$ cat src/rtl/key_digit_ctrl_if.sv
// Key/switch inputs and digit outputs of the button-driven digit source.
interface key_digit_ctrl_if;
    logic [3:0] KEY;      // raw push buttons, active-low
    logic [3:0] SW;       // load value
    logic [3:0] number;   // active-low digit
    logic       changed;  // one-cycle pulse on every applied command

    modport master (
        output KEY,
        output SW,
        input  number,
        input  changed
    );

    modport slave (
        input  KEY,
        input  SW,
        output number,
        output changed
    );
endinterface

$ cat src/rtl/key_digit_ctrl.sv
// Button-driven 4-bit digit: synchronizes and debounces four active-low keys,
// applies clear/load/decrement/increment commands and auto-repeats held steps.
module key_digit_ctrl #(
    parameter int unsigned DEBOUNCE_CYCLES = 50000,
    parameter int unsigned HOLD_CYCLES     = 25000000,
    parameter int unsigned REPEAT_CYCLES   = 5000000
) (
    input logic             CLOCK_50,
    input logic             reset,
    key_digit_ctrl_if.slave bus
);

    localparam int unsigned DW   = $clog2(DEBOUNCE_CYCLES);
    localparam int unsigned TMAX = (HOLD_CYCLES > REPEAT_CYCLES) ? HOLD_CYCLES : REPEAT_CYCLES;
    localparam int unsigned TW   = $clog2(TMAX + 1);

    localparam logic [DW-1:0] DEB_LAST  = DW'(DEBOUNCE_CYCLES - 1);
    localparam logic [TW-1:0] HOLD_LAST = TW'(HOLD_CYCLES - 1);
    localparam logic [TW-1:0] REP_LAST  = TW'(REPEAT_CYCLES - 1);

    typedef enum logic [1:0] {StIdle, StHold, StRepeat} state_e;

    logic [3:0]    key_s1, key_s2, sw_s1, sw_s2;
    logic [1:0]    sync_vld;
    logic [3:0]    deb_q, deb_prev_q, block_q;
    logic [DW-1:0] deb_cnt_q [4];
    logic [3:0]    press, rel;

    state_e        state_q, state_d;
    logic [TW-1:0] t_q, t_d;
    logic          dir_q, dir_d;       // 1 = decrement
    logic [3:0]    number_q, number_d; // holds ~count
    logic          changed_q, changed_d;
    logic [3:0]    count, step_val;
    logic          dir_release;

    // Two-flop synchronizers; sync_vld marks when key_s2 reflects real samples.
    always_ff @(posedge CLOCK_50 or posedge reset) begin
        if (reset) begin
            key_s1   <= 4'hF;
            key_s2   <= 4'hF;
            sw_s1    <= 4'h0;
            sw_s2    <= 4'h0;
            sync_vld <= 2'b00;
        end else begin
            key_s1   <= bus.KEY;
            key_s2   <= key_s1;
            sw_s1    <= bus.SW;
            sw_s2    <= sw_s1;
            sync_vld <= {sync_vld[0], 1'b1};
        end
    end

    // Per-key debounce filter, edge history, and post-reset press blocking.
    always_ff @(posedge CLOCK_50 or posedge reset) begin
        if (reset) begin
            deb_q      <= 4'hF;
            deb_prev_q <= 4'hF;
            block_q    <= 4'hF;
            for (int i = 0; i < 4; i++) deb_cnt_q[i] <= '0;
        end else begin
            deb_prev_q <= deb_q;
            // A key only becomes usable once it has been seen released after reset.
            block_q    <= block_q & ~({4{sync_vld[1]}} & key_s2);
            for (int i = 0; i < 4; i++) begin
                if (key_s2[i] != deb_q[i]) begin
                    if (deb_cnt_q[i] == DEB_LAST) begin
                        deb_q[i]     <= ~deb_q[i];
                        deb_cnt_q[i] <= '0;
                    end else begin
                        deb_cnt_q[i] <= deb_cnt_q[i] + 1'b1;
                    end
                end else begin
                    deb_cnt_q[i] <= '0;
                end
            end
        end
    end

    assign press       = deb_prev_q & ~deb_q & ~block_q;
    assign rel         = ~deb_prev_q & deb_q;
    assign count       = ~number_q;
    assign step_val    = dir_q ? (count - 4'd1) : (count + 4'd1);
    assign dir_release = dir_q ? rel[1] : rel[0];

    // Command arbitration and repeat FSM next-state.
    always_comb begin
        state_d   = state_q;
        t_d       = t_q;
        dir_d     = dir_q;
        number_d  = number_q;
        changed_d = 1'b0;
        if (press[3]) begin
            number_d  = 4'hF;
            changed_d = 1'b1;
            state_d   = StIdle;
            t_d       = '0;
        end else if (press[2]) begin
            number_d  = ~sw_s2;
            changed_d = 1'b1;
            state_d   = StIdle;
            t_d       = '0;
        end else begin
            unique case (state_q)
                StIdle: begin
                    if (press[1]) begin
                        number_d  = ~(count - 4'd1);
                        changed_d = 1'b1;
                        dir_d     = 1'b1;
                        state_d   = StHold;
                        t_d       = '0;
                    end else if (press[0]) begin
                        number_d  = ~(count + 4'd1);
                        changed_d = 1'b1;
                        dir_d     = 1'b0;
                        state_d   = StHold;
                        t_d       = '0;
                    end
                end
                StHold: begin
                    if (dir_release) begin
                        state_d = StIdle;
                        t_d     = '0;
                    end else if (t_q == HOLD_LAST) begin
                        number_d  = ~step_val;
                        changed_d = 1'b1;
                        state_d   = StRepeat;
                        t_d       = '0;
                    end else begin
                        t_d = t_q + 1'b1;
                    end
                end
                StRepeat: begin
                    if (dir_release) begin
                        state_d = StIdle;
                        t_d     = '0;
                    end else if (t_q == REP_LAST) begin
                        number_d  = ~step_val;
                        changed_d = 1'b1;
                        t_d       = '0;
                    end else begin
                        t_d = t_q + 1'b1;
                    end
                end
                default: begin
                    state_d = StIdle;
                    t_d     = '0;
                end
            endcase
        end
    end

    // Command register: FSM state, timer, direction and registered outputs.
    always_ff @(posedge CLOCK_50 or posedge reset) begin
        if (reset) begin
            state_q   <= StIdle;
            t_q       <= '0;
            dir_q     <= 1'b0;
            number_q  <= 4'hF;
            changed_q <= 1'b0;
        end else begin
            state_q   <= state_d;
            t_q       <= t_d;
            dir_q     <= dir_d;
            number_q  <= number_d;
            changed_q <= changed_d;
        end
    end

    assign bus.number  = number_q;
    assign bus.changed = changed_q;

endmodule

$ cat src/flat_wrapper.sv
// flat-port wrapper written by rule: the top's interface ports become plain ports
module key_digit_ctrl_flat 
#(
    parameter int unsigned DEBOUNCE_CYCLES = 50000,
    parameter int unsigned HOLD_CYCLES     = 25000000,
    parameter int unsigned REPEAT_CYCLES   = 5000000
)
  (CLOCK_50, reset, bus_KEY, bus_SW, bus_number, bus_changed);
  key_digit_ctrl_if bus_i ();
  input logic CLOCK_50;
  input logic reset;
  input wire logic [$bits(bus_i.KEY)-1:0] bus_KEY;
  input wire logic [$bits(bus_i.SW)-1:0] bus_SW;
  output wire logic [$bits(bus_i.number)-1:0] bus_number;
  output wire logic [$bits(bus_i.changed)-1:0] bus_changed;
  assign bus_i.KEY = bus_KEY;
  assign bus_i.SW = bus_SW;
  assign bus_number = bus_i.number;
  assign bus_changed = bus_i.changed;
  key_digit_ctrl #(.DEBOUNCE_CYCLES(DEBOUNCE_CYCLES), .HOLD_CYCLES(HOLD_CYCLES), .REPEAT_CYCLES(REPEAT_CYCLES)) u_core (.CLOCK_50(CLOCK_50), .reset(reset), .bus(bus_i));
endmodule
$ cat config.mk
export PLATFORM = sky130hd
export DESIGN_NAME = key_digit_ctrl_flat
export DESIGN_NICKNAME = d
export VERILOG_FILES = /design/src/rtl/key_digit_ctrl_if.sv /design/src/rtl/key_digit_ctrl.sv /design/src/flat_wrapper.sv
export SDC_FILE = /design/constraint.sdc
export NUM_CORES = 1
export LEC_CHECK = 0
export ABC_AREA = 1
export BUFFER_PORTS_ARGS = -buffer_cell sky130_fd_sc_hd__buf_2
export CORE_ASPECT_RATIO = 1.75
export CORE_MARGIN = 3
export CORE_UTILIZATION = 40
export DETAILED_ROUTE_END_ITERATION = 10
export HOLD_SLACK_MARGIN = 0.08
export PLACE_DENSITY_LB_ADDON = 0.12
export SETUP_SLACK_MARGIN = 0.4
export SYNTH_ARGS = -nofsm -noshare
export SYNTH_HDL_FRONTEND = slang
export SYNTH_SLANG_ARGS = --single-unit
$ cat constraint.sdc
create_clock -name CLOCK_50 -period 11.1 [get_ports CLOCK_50]
set_clock_uncertainty 0.2 [all_clocks]
set_input_delay 1.11 -clock CLOCK_50 [delete_from_list [all_inputs] [get_ports CLOCK_50]]
set_output_delay 1.11 -clock CLOCK_50 [all_outputs]
set_load 0.005 [all_outputs]
==> summary.md, run 1 <==
| Metric | Value |
|---|---|
| Final Wtd Congestion | `0.929` |
| Placed instance area | `7040 µm²` |
| Max-cap viol count | `0` |
| Multi-input logic area | `a little over 3000 µm²` |
| Area growth, synth to finish | `13.4%` |
| Gr ovfl total | `0` |
| Main flop type after synthesis | `dfrtp_1` |
| Hold slack | `147 ps` |
| Final Setup Violations | `0` |
| DR pass1 iterations | `4` |
| Area of the mapped netlist | `between 6000 and 7000 µm²` |
| Worst slew margin | `0.384` |
| Maximum vdd ir drop | `a little over 90 µV` |
| CP max FO | `20` |
| CP arrival | `2710 ps` |
| Pleak | `3.29 nW` |
| Synth cell types | `46` |
| Hold WC Path Type | `flip-flop to flip-flop` |
| Fill cells | `1,689` |
| Max-slew violation count | `0` |
| CTS sink count | `approximately 130` |
| CP Launch Type | `flip-flop` |
| Crit path time final | `around 2600 ps` |
| Most common cell after layout, fill and taps aside | `nand2_1` |
| Setup TNS Final | `0 ps` |
| Initial Util | `0.410` |
| Initial antenna violation count | `0` |
| Worst slew pin tran | `approximately 900 ps` |
| Routed Antenna Nets | `0` |
| Post-CTS setup buffer count | `0` |
| P per Cell Area | `roughly 140 nW/µm²` |
| 1st-iter DRT viols | `292` |
| H-tree depth | `4` |
| Vias/cell | `roughly 5.0` |
| DR vias | `between 5,000 and 6,000` |
| Status | `finished, final reports clean` |
| Final Core Density | `0.465` |
| Worst slack, placed | `between 8000 and 9000 ps` |
| Layout cells sized above 1 | `0.144` |
| Clock buffer depth | `2` |
| Core Box Area | `approximately 16,000 µm²` |
| Fin. Hold Viols | `0` |
| First-pass GRT wire length | `between 20,000 and 30,000 µm` |
| CP Class | `flip-flop to flip-flop` |
| RSZ-0062 raised after global routing | `false` |
| Hold-fix buffers, CTS | `0` |
| Die width | `~100 µm` |
| Buffers on Ports | `14` |
| Slack of the critical path | `8480 ps` |
| Final WL | `14,900 µm` |
| CTS root buf | `clkbuf_16` |
| Crit end category | `flip-flop` |
| CP cell instances | `inv_2 > nand3_4 > nand2_4 > nor2_2 > nand3_1 > nand3_1 > xor2_1 > nor2_2` |
| Cells after DPL | `between 1,000 and 1,500` |
| Mean Syn Cell Area | `~8 µm²` |
| Num ports | `15` |
| Final cycle utilization of the critical path | `0.236` |
| Ys Warns | `0` |
| Pin count of the biggest net entering global routing | `75` |
| Vias in the first global route | `around 5,500` |
| CTS buffer count | `17` |
| Final instance area | `roughly 7600 µm²` |
| FMAX | `around 0.38 GHz` |
| Register area share after synthesis | `0.476` |
| DRC | `0` |
| Die ar. | `about 19,000 µm²` |
| Cells after synthesis | `~820` |
| Rows | `62` |
| Worst path bufs/invs | `1` |
| Overall routing resource usage | `0.169` |
| CP peak stage delay | `660 ps` |
| Final Non-Filler Cells | `about 1,100` |
| FF+latch count, synth | `approximately 130` |
| Crit-path leading delay family | `simple AND/OR/NAND/NOR gates` |
| Final layout net count | `867` |
| Total power | `~1.1 mW` |
| Number of synthesized flops with an enable pin | `0` |
| FF+latch area | `3210 µm²` |
| Die H | `around 180 µm` |
| Commonest cells after routing, fill and taps aside | `nand2_1, nor2_1, inv_1` |
| Post-synth ARST share | `1.00` |
| Critical-path top delay cell | `nand3_1` |
| CTS tree | `yes` |
| Antenna cells | `0` |
| Syn Nets | `839` |
| Reg clk slew, reported paths | `around 60 ps` |
| Wire length per cell | `roughly 14 µm` |
| Cts repair resizes | `0` |
| Clock Latency Late Sink | `~400 ps` |
| Post-DP HPWL | `~11,000 µm` |
| CP Data Required Time | `about 11,000 ps` |
==> worst paths after layout <==
check,endpoint,from,depth (start not counted),slack (ps)
worst max-delay path,u_core.t_q[19]$_DFFE_PP0P_,u_core.deb_q[2]$_DFFE_PP1P_,8,8480
worst min register to register,u_core.sync_vld[1]$_DFF_PP0_,u_core.sync_vld[0]$_DFF_PP0_,0,150
worst min-delay path,u_core.sync_vld[1]$_DFF_PP0_,u_core.sync_vld[0]$_DFF_PP0_,0,150
max in group asynchronous,u_core.deb_cnt_q[11]$_DFF_PP0_,reset,3,8720
min in group asynchronous,u_core.deb_cnt_q[44]$_DFF_PP0_,reset,2,610
worst max register to register,u_core.t_q[19]$_DFFE_PP0P_,u_core.deb_q[2]$_DFFE_PP1P_,8,8480
==> Yosys cell counts, types with 2 or more instances <==
cell type,n,share of area
nand2_1,138,0.077
nor2_1,136,0.076
inv_1,109,0.061
dfrtp_1,103,0.38
nand3_1,62,0.046
nor3_1,38,0.028
xor2_1,35,0.045
nand4_1,29,0.027
nor2_2,25,0.023
dfstp_2,24,0.094
a21oi_1,20,0.015
o21ai_0,13,0.0097
ha_1,11,0.020
nor3b_1,11,0.012
nor3_2,7,0.010
xnor2_1,7,0.0091
nor4_1,5,0.0046
nand2_2,4,0.0037
o211ai_1,4,0.0045
a211oi_1,3,0.0033
a31oi_1,2,0.0019
and3_1,2,0.0019
buf_12,2,0.0059
buf_4,2,0.0022
inv_2,2,0.0011
mux2_2,2,0.0033
nand3_2,2,0.0030
o31ai_2,2,0.0037
==> power by group <==
| part | internal (mW) | total, mW | switching [mW] |
|---|---|---|---|
| Sequential | 0.472 | 0.476 | 0.00455 |
| Combinational | 0.00590 | 0.0229 | 0.0170 |
| Clock | 0.360 | 0.571 | 0.211 |
| Total | 0.837 | 1.07 | 0.233 |
==> worst reg2reg max path: stages, from the launching register on <==
cell,delay [ps]
dfstp_2,560
inv_2,50
nand3_4,120
nand2_4,110
nor2_2,120
nand3_1,660
nand3_1,430
xor2_1,200
nor2_2,50
==> flip-flops by register name, summed over array words and instances, names as in the netlist <==
| register | flops |
|---|---|
| u_core.deb_cnt_q | 64 |
| u_core.t_q | 25 |
| u_core.block_q | 4 |
| u_core.bus.number | 4 |
| u_core.deb_prev_q | 4 |
| u_core.deb_q | 4 |
| u_core.key_s1 | 4 |
| u_core.key_s2 | 4 |
| u_core.sw_s1 | 4 |
| u_core.sw_s2 | 4 |
| u_core.state_q | 2 |
| u_core.sync_vld | 2 |
| u_core.bus.changed | 1 |
| u_core.dir_q | 1 |
==> area by class of cell <==
class / count / share of cell area
clock buffers: 19 / 0.0579
inverters: 112 / 0.0557
multi-input cells: 573 / 0.399
clock inverters: 13 / 0.0213
flip-flops and latches: 127 / 0.420
repair buffers: 15 / 0.0101
well taps: 224 / 0.0367
==> cell families (layout without fill, tap and decap cells) <==
group                    count (synthesis)  in the layout  synth area share
AND/OR/NAND/NOR                        467            467             0.328
buffers and inverters                  118            159            0.0722
AO/OA/AOI/OAI                           50             50            0.0451
multiplexers                             2              2           0.00334
XOR/XNOR                                42             42            0.0546
adder cells (fa/ha/maj)                 11             11            0.0204
other                                    1              1          0.000556
flip-flops                             127            127             0.476
==> layer usage <==
metal / part of all wire / global-route usage
met5: 0 / 0
met4: 0.030 / 0.0776
met3: 0.023 / 0.0317
met2: 0.55 / 0.325
met1: 0.40 / 0.177
Power figures use the tool's default switching activity.
==> run 2, diff against run 1 <==
==> constraint.sdc (replaced) <==
create_clock -name CLOCK_50 -period 2.34 [get_ports CLOCK_50]
set_clock_uncertainty 0.2 [all_clocks]
set_input_delay 0.234 -clock CLOCK_50 [delete_from_list [all_inputs] [get_ports CLOCK_50]]
set_output_delay 0.234 -clock CLOCK_50 [all_outputs]
set_load 0.005 [all_outputs]
==> run 2 against run 1 <==
- combinational power grew to 6.0 times the previous value
- clock power grew to 4.8 times the previous value
- register-to-register slack worse by 8000 ps
- critical path depth is 1 higher
- fmax is 39% higher
- clock-buffer cell count is 2 lower
- power grew to 4.8 times the previous value
- via count is 5.0% higher
- non-clock buffer count is 45 higher
- cell count is 4.4% higher
- critical path type unchanged
- critical endpoint is now u_core.t_q[18]$_DFFE_PP0P_
==> summary.md, run 2 (synthesized netlist as in run 1, its figures left out) <==
| Metric | Value |
|---|---|
| RSZ-0062 raised after global routing | `true` |
| Worst slew margin | `0.657 (+0.273)` |
| Status | `finished, final reports clean` |
| Initial antenna violation count | `0 (unchanged)` |
| Setup TNS Final | `0 ps (unchanged)` |
| Clock Latency Late Sink | `410 ps (about the same)` |
| DR pass1 iterations | `5 (+1)` |
| CP max FO | `4 (-80%)` |
| CP cell instances | `ha_2 > nand2_2 > nor2_4 > nand3_4 > nor3_4 > nand2_2 > nor2_1 > o21ai_1 > nor2_2` |
| Worst path bufs/invs | `0 (-1)` |
| DRC | `0 (unchanged)` |
| Fin. Hold Viols | `0 (unchanged)` |
| CP Class | `flip-flop to flip-flop` |
| Die width | `104 µm (unchanged)` |
| Sw Ratio | `0.224 (+0.00645)` |
| Final layout net count | `915 (+5.5%)` |
| Crit end category | `flip-flop` |
| Crit-path leading delay family | `simple AND/OR/NAND/NOR gates` |
| Hold WC Path Type | `flip-flop to flip-flop` |
| First-pass GRT wire length | `25,900 µm (+2.1%)` |
| P per Cell Area | `610 nW/µm² (+340%)` |
| Reg clk slew, reported paths | `60 ps (about the same)` |
| P_int | `3.98 mW (+380%)` |
| Crit path time final | `1890 ps (-729 ps)` |
| Antenna cells | `0 (unchanged)` |
| Cell mode on critical path | `nand2_2` |
| Clk pwr share | `0.533 (about the same)` |
| Gr ovfl total | `0 (unchanged)` |
| FF+latch area | `3210 µm² (+0.12%)` |
| Final Setup Violations | `0 (unchanged)` |
| Worst slew pin tran | `514 ps (-408 ps)` |
| Commonest cells after routing, fill and taps aside | `nor2_1, nand2_1, inv_1` |
| Final cycle utilization of the critical path | `0.809 (+0.573)` |
| CP Data Required Time | `2480 ps (-8710 ps)` |
| CP arrival | `2030 ps (-680 ps)` |
| Max-slew violation count | `0 (unchanged)` |
| CTS tree | `yes` |
| Placed instance area | `7140 µm² (+1.4%)` |
| Vias/cell | `5.01 (+0.51%)` |
| Routed Antenna Nets | `0 (unchanged)` |
| CTS root buf | `clkbuf_16` |
| Post-DP HPWL | `10,800 µm (-0.33%)` |
| FMAX | `0.528 GHz (+39%)` |
| Vias in the first global route | `5,618 (+2.6%)` |
| Num ports | `15 (unchanged)` |
| Multi-input logic area | `3330 µm² (+9.3%)` |
| Rows | `62 (unchanged)` |
| Layout cells sized above 1 | `0.233 (+0.0883)` |
| CP Launch Type | `flip-flop` |
| Max-cap viol count | `0 (unchanged)` |
| Final Wtd Congestion | `0.928 (-0.20%)` |
| 1st-iter DRT viols | `279 (-4.5%)` |
| CTS sink count | `127 (unchanged)` |
| Sequential Power Share | `0.440 (-0.005)` |
| Comb pwr share | `0.027 (+0.006)` |
| Die H | `178 µm (unchanged)` |
| Pleak | `3.66 nW (+11%)` |
| Core Box Area | `16,400 µm² (unchanged)` |
| Switching pwr | `1.15 mW (+390%)` |
| Final instance area | `8410 µm² (+10%)` |
| Initial Util | `0.410 (unchanged)` |
| Overall routing resource usage | `0.172 (+0.00262)` |
| Critical-path top delay cell | `dfrtp_1` |
| CTS buffer count | `17 (unchanged)` |
| Final WL | `15,700 µm (+5.5%)` |
| Top reg by flops | `u_core.deb_cnt_q` |
| Largest regs | `u_core.deb_cnt_q (64), u_core.t_q (25)` |
| Buffers on Ports | `14 (unchanged)` |
| DR vias | `5,666 (+5.0%)` |
| Maximum vdd ir drop | `466 µV (+410%)` |
| Fill cells | `1,556 (-7.9%)` |
| CP peak stage delay | `370 ps (-290 ps)` |
| Largest register FFs | `64 (unchanged)` |
| Wire length per cell | `13.9 µm (+1.0%)` |
| Pin count of the biggest net entering global routing | `47 (-37%)` |
| Area growth, synth to finish | `24.8%` |
| Die ar. | `18,500 µm² (unchanged)` |
| Clock buffer depth | `2 (unchanged)` |
| H-tree depth | `4 (unchanged)` |
[run 2: routing by layer]
layer	GRT usage	part of all wire
met5	0	0
met4	0.0843	0.036
met3	0.0269	0.027
met2	0.334	0.55
met1	0.177	0.38
[run 2: final timing paths]
check	start	endpoint	slack (ps)	cells past startpoint
worst min-delay path	u_core.sync_vld[0]$_DFF_PP0_	u_core.sync_vld[1]$_DFF_PP0_	150	0
worst min register to register	u_core.sync_vld[0]$_DFF_PP0_	u_core.sync_vld[1]$_DFF_PP0_	150	0
worst max-delay path	u_core.t_q[0]$_DFFE_PP0P_	u_core.t_q[18]$_DFFE_PP0P_	450	9
worst max register to register	u_core.t_q[0]$_DFFE_PP0P_	u_core.t_q[18]$_DFFE_PP0P_	450	9
min in group asynchronous	reset	u_core.deb_cnt_q[54]$_DFF_PP0_	210	3
max in group asynchronous	reset	u_core.bus.number[2]$_DFFE_PP1P_	1070	4
[run 2: timing repair]
| item | CTS | global route |
|---|---|---|
| hold endpoints to repair | 84 | 0 |
| pin swaps | 4 | 20 |
| cloned | 3 | 2 |
| resized for setup | 20 | 65 |
| hold buffers | 9 | 0 |
| buffers inserted | 3 | 21 |
| endpoints found under the setup margin | 39 | 49 |
[run 2: power by group through the flow]
stage	Clock [mW]	Sequential (mW)	Combinational [mW]
floorplan	0	2.29	0.0773
finish	2.74	2.26	0.138
global placement	0	2.29	0.128
CTS	2.80	2.26	0.142
detailed placement	0	2.29	0.130
global route	2.91	2.26	0.160
[run 2: stage by stage]
stage	hold WS (ps)	power (mW)	std cells	util	worst slack [ps]
floorplan	38.5	2.37	818	-	358
global placement	88.9	2.42	1061	0.434	269
detailed placement	98.0	2.42	1061	0.434	247
CTS	149	5.20	1108	0.484	403
global route	158	5.33	1131	0.511	346
finish	148	5.13	1131	0.511	447
[run 2: area by class of cell]
cell class | instances | share of cell area
timing repair inverter | 3 | 0.00521
multi-input combinational | 573 | 0.396
clock buffer | 17 | 0.0506
sequential | 127 | 0.382
timing repair buffer | 60 | 0.0591
clock inverter | 15 | 0.0222
tap | 224 | 0.0333
inverter | 112 | 0.0519
[run 2: worst register-to-register path, delay by kind of cell (launching register included)]
| kind | cells | cell delay (ps) |
|---|---|---|
| flip-flops | 1 | 370 |
| AO/OA/AOI/OAI | 1 | 70 |
| adder cells (fa/ha/maj) | 1 | 210 |
| AND/OR/NAND/NOR | 7 | 970 |
